`src/rtl/decode_issue_queue_if.sv`:
```
// decode_issue_queue_if
//   Fetch-side and execute-side handshake bundle of the decode issue queue.
//   in_*  : fetch -> queue entry push (valid/ready)
//   out_* : queue -> execute issue (valid/ready) with class and AMO phase
//   master: driven by fetch/execute (the environment); slave: the queue itself.
interface decode_issue_queue_if #(
    parameter int XLEN = 32
);
    logic            in_valid;
    logic            in_ready;
    logic [XLEN-1:0] in_pc;
    logic [31:0]     in_instr;
    logic            out_valid;
    logic            out_ready;
    logic [XLEN-1:0] out_pc;
    logic [31:0]     out_instr;
    logic [2:0]      out_class;
    logic [1:0]      out_phase;

    modport master (
        output in_valid, in_pc, in_instr, out_ready,
        input  in_ready, out_valid, out_pc, out_instr, out_class, out_phase
    );

    modport slave (
        input  in_valid, in_pc, in_instr, out_ready,
        output in_ready, out_valid, out_pc, out_instr, out_class, out_phase
    );
endinterface

```
`src/rtl/decode_issue_queue.sv`:
```
// decode_issue_queue
//   DEPTH-entry {pc,instr} FIFO between fetch and execute. Classifies the head
//   entry and issues it; MUL/DIV blocks issue until muldiv_done, read-modify-write
//   AMOs issue twice (read phase, then write phase) before the entry is popped.
// Ports
//   CLK, nRST    : clock (rising edge), async active-low reset
//   flush        : sync flush, drops all entries and aborts sequencing
//   bus          : slave side of decode_issue_queue_if (push and issue handshakes)
//   muldiv_done  : completion pulse from the MUL/DIV unit
//   busy         : sequencer is waiting on MUL/DIV or in the AMO write phase
//   count        : occupied entries
module decode_issue_queue #(
    parameter int DEPTH = 4,
    parameter int XLEN  = 32
) (
    input  logic                     CLK,
    input  logic                     nRST,
    input  logic                     flush,
    decode_issue_queue_if.slave      bus,
    input  logic                     muldiv_done,
    output logic                     busy,
    output logic [$clog2(DEPTH):0]   count
);
    localparam int PW = $clog2(DEPTH);

    localparam logic [2:0] C_ALU = 3'd0, C_BRANCH = 3'd1, C_LOAD = 3'd2, C_STORE = 3'd3,
                           C_MULDIV = 3'd4, C_AMO = 3'd5, C_SYSTEM = 3'd6, C_ILLEGAL = 3'd7;

    typedef enum logic [1:0] {ISSUE, WAIT_MD, AMO_ST} state_t;

    state_t          state_q;
    logic [PW-1:0]   wr_ptr_q, rd_ptr_q;
    logic [PW:0]     count_q;
    logic [XLEN-1:0] pc_mem_q  [DEPTH];
    logic [31:0]     ins_mem_q [DEPTH];

    logic [XLEN-1:0] head_pc;
    logic [31:0]     head_ins;
    logic [2:0]      head_cls;
    logic            head_rmw;
    logic            empty, full, push, pop, fire;

    assign head_pc  = pc_mem_q[rd_ptr_q];
    assign head_ins = ins_mem_q[rd_ptr_q];

    always_comb begin
        head_cls = C_ILLEGAL;
        unique case (head_ins[6:0])
            7'b0110011: head_cls = (head_ins[31:25] == 7'b0000001) ? C_MULDIV : C_ALU;
            7'b0010011,
            7'b0110111,
            7'b0010111: head_cls = C_ALU;
            7'b1101111,
            7'b1100111,
            7'b1100011: head_cls = C_BRANCH;
            7'b0000011: head_cls = C_LOAD;
            7'b0100011: head_cls = C_STORE;
            7'b0101111: head_cls = (head_ins[14:12] == 3'b010) ? C_AMO : C_ILLEGAL;
            7'b1110011,
            7'b0001111: head_cls = C_SYSTEM;
            default:    head_cls = C_ILLEGAL;
        endcase
    end

    // LR/SC are plain single-phase memory ops; every other AMO is read then write.
    assign head_rmw = (head_cls == C_AMO) && (head_ins[31:27] != 5'b00010)
                                          && (head_ins[31:27] != 5'b00011);

    assign empty = (count_q == '0);
    assign full  = (count_q == (PW+1)'(DEPTH));

    assign bus.in_ready  = !full;
    assign bus.out_valid = ((state_q == ISSUE) && !empty) || (state_q == AMO_ST);
    assign bus.out_pc    = head_pc;
    assign bus.out_instr = head_ins;
    assign bus.out_class = head_cls;
    assign bus.out_phase = (state_q == AMO_ST)              ? 2'b10 :
                           ((state_q == ISSUE) && head_rmw) ? 2'b01 : 2'b00;

    assign busy  = (state_q != ISSUE);
    assign count = count_q;

    assign push = bus.in_valid && !full;
    assign fire = bus.out_valid && bus.out_ready;
    // The AMO read phase keeps the entry at the head for its write phase.
    assign pop  = fire && ((state_q == AMO_ST) || !head_rmw);

    always_ff @(posedge CLK or negedge nRST) begin
        if (!nRST) begin
            state_q  <= ISSUE;
            wr_ptr_q <= '0;
            rd_ptr_q <= '0;
            count_q  <= '0;
        end else if (flush) begin
            state_q  <= ISSUE;
            wr_ptr_q <= '0;
            rd_ptr_q <= '0;
            count_q  <= '0;
        end else begin
            if (push) wr_ptr_q <= wr_ptr_q + 1'b1;
            if (pop)  rd_ptr_q <= rd_ptr_q + 1'b1;
            case ({push, pop})
                2'b10:   count_q <= count_q + 1'b1;
                2'b01:   count_q <= count_q - 1'b1;
                default: count_q <= count_q;
            endcase
            unique case (state_q)
                ISSUE: begin
                    if (fire && head_cls == C_MULDIV) state_q <= WAIT_MD;
                    else if (fire && head_rmw)        state_q <= AMO_ST;
                end
                WAIT_MD: if (muldiv_done) state_q <= ISSUE;
                AMO_ST:  if (fire)        state_q <= ISSUE;
                default: state_q <= ISSUE;
            endcase
        end
    end

    // Storage needs no reset: contents are only observed while out_valid=1.
    always_ff @(posedge CLK) begin
        if (push && !flush) begin
            pc_mem_q[wr_ptr_q]  <= bus.in_pc;
            ins_mem_q[wr_ptr_q] <= bus.in_instr;
        end
    end
endmodule

```
`src/flat_wrapper.sv`:
```
// flat-port wrapper written by rule: the top's interface ports become plain ports
module decode_issue_queue_flat 
#(
    parameter int DEPTH = 4,
    parameter int XLEN  = 32
)
  (CLK, nRST, flush, muldiv_done, busy, count, bus_in_valid, bus_in_pc, bus_in_instr, bus_out_ready, bus_in_ready, bus_out_valid, bus_out_pc, bus_out_instr, bus_out_class, bus_out_phase);
  decode_issue_queue_if #(.XLEN(XLEN)) bus_i ();
  input  logic CLK;
  input  logic nRST;
  input  logic flush;
  input  logic muldiv_done;
  output logic busy;
  output logic [$clog2(DEPTH):0] count;
  input wire logic [$bits(bus_i.in_valid)-1:0] bus_in_valid;
  input wire logic [$bits(bus_i.in_pc)-1:0] bus_in_pc;
  input wire logic [$bits(bus_i.in_instr)-1:0] bus_in_instr;
  input wire logic [$bits(bus_i.out_ready)-1:0] bus_out_ready;
  output wire logic [$bits(bus_i.in_ready)-1:0] bus_in_ready;
  output wire logic [$bits(bus_i.out_valid)-1:0] bus_out_valid;
  output wire logic [$bits(bus_i.out_pc)-1:0] bus_out_pc;
  output wire logic [$bits(bus_i.out_instr)-1:0] bus_out_instr;
  output wire logic [$bits(bus_i.out_class)-1:0] bus_out_class;
  output wire logic [$bits(bus_i.out_phase)-1:0] bus_out_phase;
  assign bus_i.in_valid = bus_in_valid;
  assign bus_i.in_pc = bus_in_pc;
  assign bus_i.in_instr = bus_in_instr;
  assign bus_i.out_ready = bus_out_ready;
  assign bus_in_ready = bus_i.in_ready;
  assign bus_out_valid = bus_i.out_valid;
  assign bus_out_pc = bus_i.out_pc;
  assign bus_out_instr = bus_i.out_instr;
  assign bus_out_class = bus_i.out_class;
  assign bus_out_phase = bus_i.out_phase;
  decode_issue_queue #(.DEPTH(DEPTH), .XLEN(XLEN)) u_core (.CLK(CLK), .nRST(nRST), .flush(flush), .bus(bus_i), .muldiv_done(muldiv_done), .busy(busy), .count(count));
endmodule
```
`config.mk`:
```
export PLATFORM = sky130hd
export DESIGN_NAME = decode_issue_queue_flat
export DESIGN_NICKNAME = d
export VERILOG_FILES = /design/src/rtl/decode_issue_queue_if.sv /design/src/rtl/decode_issue_queue.sv /design/src/flat_wrapper.sv
export SDC_FILE = /design/constraint.sdc
export NUM_CORES = 1
export LEC_CHECK = 0
export CAP_MARGIN = 25
export CORE_MARGIN = 3
export CORE_UTILIZATION = 58
export CTS_CLUSTER_DIAMETER = 50
export DETAILED_ROUTE_END_ITERATION = 10
export HOLD_SLACK_MARGIN = 0.03
export PLACE_DENSITY = 0.84
export SYNTH_ARGS = -nofsm -noshare
export SYNTH_HDL_FRONTEND = slang
export SYNTH_SLANG_ARGS = --single-unit
```
`constraint.sdc`:
```
create_clock -name CLK -period 9.2 [get_ports CLK]
set_input_delay 1.84 -clock CLK [delete_from_list [all_inputs] [get_ports CLK]]
set_output_delay 1.84 -clock CLK [all_outputs]
set_load 0.02 [all_outputs]
```
### Word-level counts from Yosys, hierarchy flattened

Memories as Yosys holds them, arrays and structs flattened.
Cells that the tools add are included.

* register bits after elaboration: 9
* memory bits (writable): 256
* bits of input ports: 70
* output and inout bits: 75
* logic and storage cells: 81
* memories: 2

* add/subtract/negate cells: 4
* equal/unequal tests: 26
* muxes and demuxes: 19
* reductions and logical operators: 26

Memory list
* u_core.ins_mem_q: words 4, bits a word 32, rd ports 1, clocked after Yosys merged registers in 0, wr ports 1, line decode_issue_queue.sv:35 `logic [31:0] ins_mem_q [DEPTH];`
* u_core.pc_mem_q: words 4, bits a word 32, rd ports 1, clocked after Yosys merged registers in 0, wr ports 1, line decode_issue_queue.sv:34 `logic [XLEN-1:0] pc_mem_q [DEPTH];`

Operators by type and width (number)
* $eq A7 B6 Y1 const B: 4
* $eq A7 B7 Y1 const B: 4
* $mux W2: 11
* $pmux W3 S7: 1
* $eq A7 B5 Y1 const B: 2
* $logic_and A1 B1 Y1: 10
* $ne A5 B2 Y1 const B: 2
* $eq A3 B3 Y1 const B: 3
* $eq A7 B1 Y1 const B: 1
* $eq A7 B2 Y1 const B: 1
* $eq A7 B4 Y1 const B: 1
* $mux W3: 2
* $pmux W2 S3: 1
* $pmux W3 S2: 1
* $reduce_bool A2 Y1: 3
* $reduce_or A3 Y1: 2
* $add A2 B1 Y2 const B: 2
* $eq A2 B1 Y1 const B: 2
* $eq A2 B2 Y1 const B: 2
* $logic_not A1 Y1: 4
* $ne A4 B4 Y1 const B: 1
* $add A3 B1 Y3 const B: 1
* $eq A3 B2 Y1 const B: 1
* $logic_not A3 Y1: 1
* other kinds (9): 12

### Depth between registers and ports, before layout

An unclocked memory read counts as a cell.

* depth after elaboration: 13
* mapped depth: 14
* gate-level depth less buffers: 12

### Worst setup path after synthesis

No wires, ideal clock.

* path kind: flip-flop to output port
* start point: reg u_core.rd_ptr_q[0]
* end point: out bus_out_phase[0]
* arrival time: 2778 ps
* data required time: 7360 ps
* path slack: 4582 ps
* stages on the path, launching flop included: 9
* buffers on the path: 2
* path through: dfrtp_1 -> buf_6 -> buf_12 -> mux4_2 -> nand4bb_1 -> a31o_1 -> or3_4 -> or4b_1 -> nor2_1

* longest elaborated chain between the ends: 10
* elaborated cells between the ends (all ways): 29
* classes of those cells: 17 x eq/ne; 5 x mux; 6 x reduce/logical; 1 x memory

RTL lines
* start, declared: line decode_issue_queue.sv:32 `logic [PW-1:0] wr_ptr_q, rd_ptr_q;`
* start signal, assigned: line decode_issue_queue.sv:101 `if (pop) rd_ptr_q <= rd_ptr_q + 1'b1;`
* $mem_v2 Z4 W32
* via bus_out_instr[14]: line flat_wrapper.sv:22 `output wire logic [$bits(bus_i.out_instr)-1:0] bus_out_instr;`
* $eq A3 B2 Y1: line decode_issue_queue.sv:58 `7'b0101111: head_cls = (head_ins[14:12] == 3'b010) ? C_AMO : C_ILLEGAL;`
* $mux W2: line decode_issue_queue.sv:58
* $pmux W3 S7: line decode_issue_queue.sv:48 `unique case (head_ins[6:0])`
* via bus_out_class[1]: line flat_wrapper.sv:23 `output wire logic [$bits(bus_i.out_class)-1:0] bus_out_class;`
* $eq A3 B3 Y1: line decode_issue_queue.sv:66 `assign head_rmw = (head_cls == C_AMO) && (head_ins[31:27] != 5'b00010)`
* $logic_and A1 B1 Y1: line decode_issue_queue.sv:66
* $logic_and A1 B1 Y1: line decode_issue_queue.sv:67 `&& (head_ins[31:27] != 5'b00011);`
* $logic_and A1 B1 Y1: line decode_issue_queue.sv:78 `((state_q == ISSUE) && head_rmw) ? 2'b01 : 2'b00;`
* $mux W1: line decode_issue_queue.sv:78
* $mux W2: line decode_issue_queue.sv:77 `assign bus.out_phase = (state_q == AMO_ST) ? 2'b10 :`
* end, declared: line flat_wrapper.sv:24 `output wire logic [$bits(bus_i.out_phase)-1:0] bus_out_phase;`

The timed path passes the listed nets, and every way through them passes these cells.

### Final worst setup path

* start point: reg u_core.rd_ptr_q[0]
* end point: out bus_out_phase[0]

* longest elaborated chain between the ends: 10
* elaborated cells between the ends (all ways): 29
* classes of those cells: 17 x eq/ne; 5 x mux; 6 x reduce/logical; 1 x memory

RTL lines (line)
* $mem_v2 Z4 W32 *
* $eq A7 B7 Y1, or another cell as far along: decode_issue_queue.sv:48
* $reduce_or A3 Y1, or another cell as far along: decode_issue_queue.sv:48
* $pmux W3 S7: decode_issue_queue.sv:48
* $eq A3 B3 Y1: decode_issue_queue.sv:66
* $logic_and A1 B1 Y1: decode_issue_queue.sv:66
* $logic_and A1 B1 Y1 *: decode_issue_queue.sv:67
* $logic_and A1 B1 Y1 *: decode_issue_queue.sv:78
* $mux W1 *: decode_issue_queue.sv:78
* $mux W2 *: decode_issue_queue.sv:77

Every way passes the cells marked *; elsewhere a longest branch is shown, timed or not.

==> results.json <==
{
  "core_um2": 16820,
  "antenna_left": 0,
  "dp_slack_ps": 3305,
  "antenna_found_initial": 2,
  "powerDensity_nw_per_um2": 272.3,
  "setup_violations": 0,
  "ys_seq_area_share_pct": 78.39,
  "dieHeight_um": 137.9,
  "routedWlPerCell_um": 22.54,
  "via_per_inst": 5.810,
  "synth_area_per_cell_um2": 22.99,
  "utilization_pct": 74.87,
  "vias": 4869,
  "ys_types": 45,
  "regArea_um2": 7918,
  "path_class": "flop to primary output",
  "postCtsSetupBuffers": 0,
  "grtUsageTotal_pct": 20.57,
  "critical-path-max-stage-delay_ps": 850,
  "hold_path.startpoint": "u_core.state_q[0]",
  "grt_pass1_wl_um": 29550,
  "cts_root_buf": "clkbuf_16",
  "layout_common_cells": "256 x edfxtp_1, 144 x clkdlybuf4s50_1, 60 x mux4_2, 27 x clkbuf_16, 13 x nor2_1",
  "grt_overflow": 0,
  "cts_buffers": 27,
  "start_kind": "flop",
  "cts.sinks": 265,
  "hold_slack_ps": 523.6,
  "holdCritPathClass": "flop to flop",
  "grt_start_max_net_pins": 65,
  "crit_path_cell_trace": "buf_4 > mux4_2 > nor4b_1 > nand3_1 > nand2_1 > or4b_1 > nor2_1 > clkdlybuf4s50_1",
  "cp-end-kind": "primary output",
  "maxCapViolCount": 0,
  "layout_setup_ws_ps": 2844,
  "final_common_cell": "edfxtp_1",
  "critPathLaunch": "u_core.rd_ptr_q[0]",
  "post_dp_cell_area_um2": 11750,
  "fp-row-count": 47,
  "synth-edff-count": 256,
  "placed_cells": 789,
  "status": "finished, final reports clean",
  "fmax_mhz": 157.3,
  "die_w_um": 137.9,
  "crit_slowest_cell": "dfrtp_4",
  "rsz0062_at_grt": "false",
  "clock_latency_ps": 510,
  "h-tree-depth": 1,
  "final_area_um2": 12590,
  "synthesis.nets": 514,
  "irDropWorstVdd_mv": 0.2109,
  "cts_tree": "built",
  "r2r_slack_ps": 4400,
  "finalWeightedCongestion": 0.7904,
  "ys_warn_count": 0,
  "num-fill-cells": 943,
  "dp_hpwl_um": 11230,
  "worstPathRequired_ps": 7360,
  "period_minus_slack_ps": 6356,
  "ctsResizeCount": 0,
  "start_util_pct": 60.01,
  "fin_total_pwr_mw": 3.429,
  "fin_skew_ps": 6.116,
  "finalNetCount": 673,
  "drv_slew": 0,
  "crit_buf_inv": 2,
  "syn_inst": 439,
  "netlist_area_um2": 10090,
  "die_area_um2": 19020,
  "drc_errors": 0,
  "synthFlopType": "edfxtp_1",
  "io_buffers": 144,
  "cp_top_family": "buffers and inverters",
  "io_pins": 145,
  "postCtsHoldBufs": 0,
  "final_cell_count_no_fill": 838,
  "arrival_ps": 4520,
  "drt_wl_total_um": 18890,
  "drive_gt1_share_pct": 19.09,
  "drt_iter0_drc": 368,
  "slew_headroom_pct": 33.83,
  "rr_startpoint": "u_core.rd_ptr_q[0]",
  "drtPass1Iterations": 5,
  "worstMarginPinSlew_ps": 992.6,
  "grt_pass1_vias": 5195,
  "synthArstFlopShare_pct": 3.396,
  "ys_ff_latch": 265,
  "finalHoldViolations": 0,
  "path_clk_slew_ps": 60,
  "cp_max_fo": 34,
  "period_share_pct": 69.09,
  "p_leak_nw": 4.019,
  "multiInputGateArea_um2": 2074,
  "cts_max_path_buffers": 3,
  "timing.setup.tns_ps": 0,
  "num_antenna_cells": 0,
  "area_growth_pct": 24.76
}
logic make-up (layout without fill, tap and decap cells):
group	Yosys count	after routing	share of synthesized area, %
DFF	265	265	78.39
muxes	67	67	14.75
and+or+nand+nor	54	54	3.161
buffers and inverters	23	202	1.153
AOI/OAI and AO/OA	22	22	1.587
adders and majority gates	5	5	0.6942
xor gates and xnor gates	3	3	0.2604
sequential cells by signal, indices dropped and copies added (netlist names):
register and count:
u_core.state_q 2, u_core.wr_ptr_q 2, u_core.ins_mem_q 128, u_core.pc_mem_q 128
u_core.rd_ptr_q 2, u_core.count 3
cell usage after synthesis, drive strengths merged, types with 5 or more instances:
master	count	area (um^2)
nand2b	7	43.79
edfxtp	256	7687
buf	11	71.32
a21oi	9	45.04
nand2	5	18.77
dfrtp	9	225.2
inv	7	26.28
clkbuf	5	18.77
mux4	64	1456
nor2	13	48.80
where the power goes:
part	total, mW	internal (mW)	switching, mW
Combinational	0.932	0.474	0.458
Sequential	1.47	1.41	0.0633
Clock	1.02	0.594	0.431
Total	3.43	2.48	0.952
path summary, 6_finish.rpt:
check	to	cells past startpoint
hold reg to reg	u_core.state_q[1]	1
hold / removal	u_core.state_q[1]	1
setup / recovery	bus_out_phase[0]	8
max in group asynchronous	u_core.rd_ptr_q[0]	1
setup reg to reg	u_core.count[2]	12
min in group asynchronous	u_core.count[0]	1
final cells by class:
type	instances	area share, %
sequential	265	62.88
multi-input combinational	151	16.47
timing repair buffer	146	11.57
clock buffer	29	5.425
tap	220	2.186
clock inverter	20	1.262
inverter	7	0.2087
metal layers:
layer	wire [um]	share of wire (%)	track usage [%]	up-vias
li1	-	-	-	2173
met1	7506	40	29.73	2486
met2	9340	49	32.73	176
met3	1774	9.4	5.842	30
met4	244	1.3	3.568	4
met5	24	0.13	0	-
worst register-to-register path, cell delays in order (launching register included):
cell and delay, ps:
dfrtp_4 850, buf_4 660, mux4_2 650, nor4b_1 350, nand3_1 170, a2111oi_0 560
a31o_2 290, a21oi_1 70, fa_1 360, inv_1 100, nor2_1 70, a32oi_1 200
mux2_2 360
No activity file was read; power rests on OpenSTA's default activity.
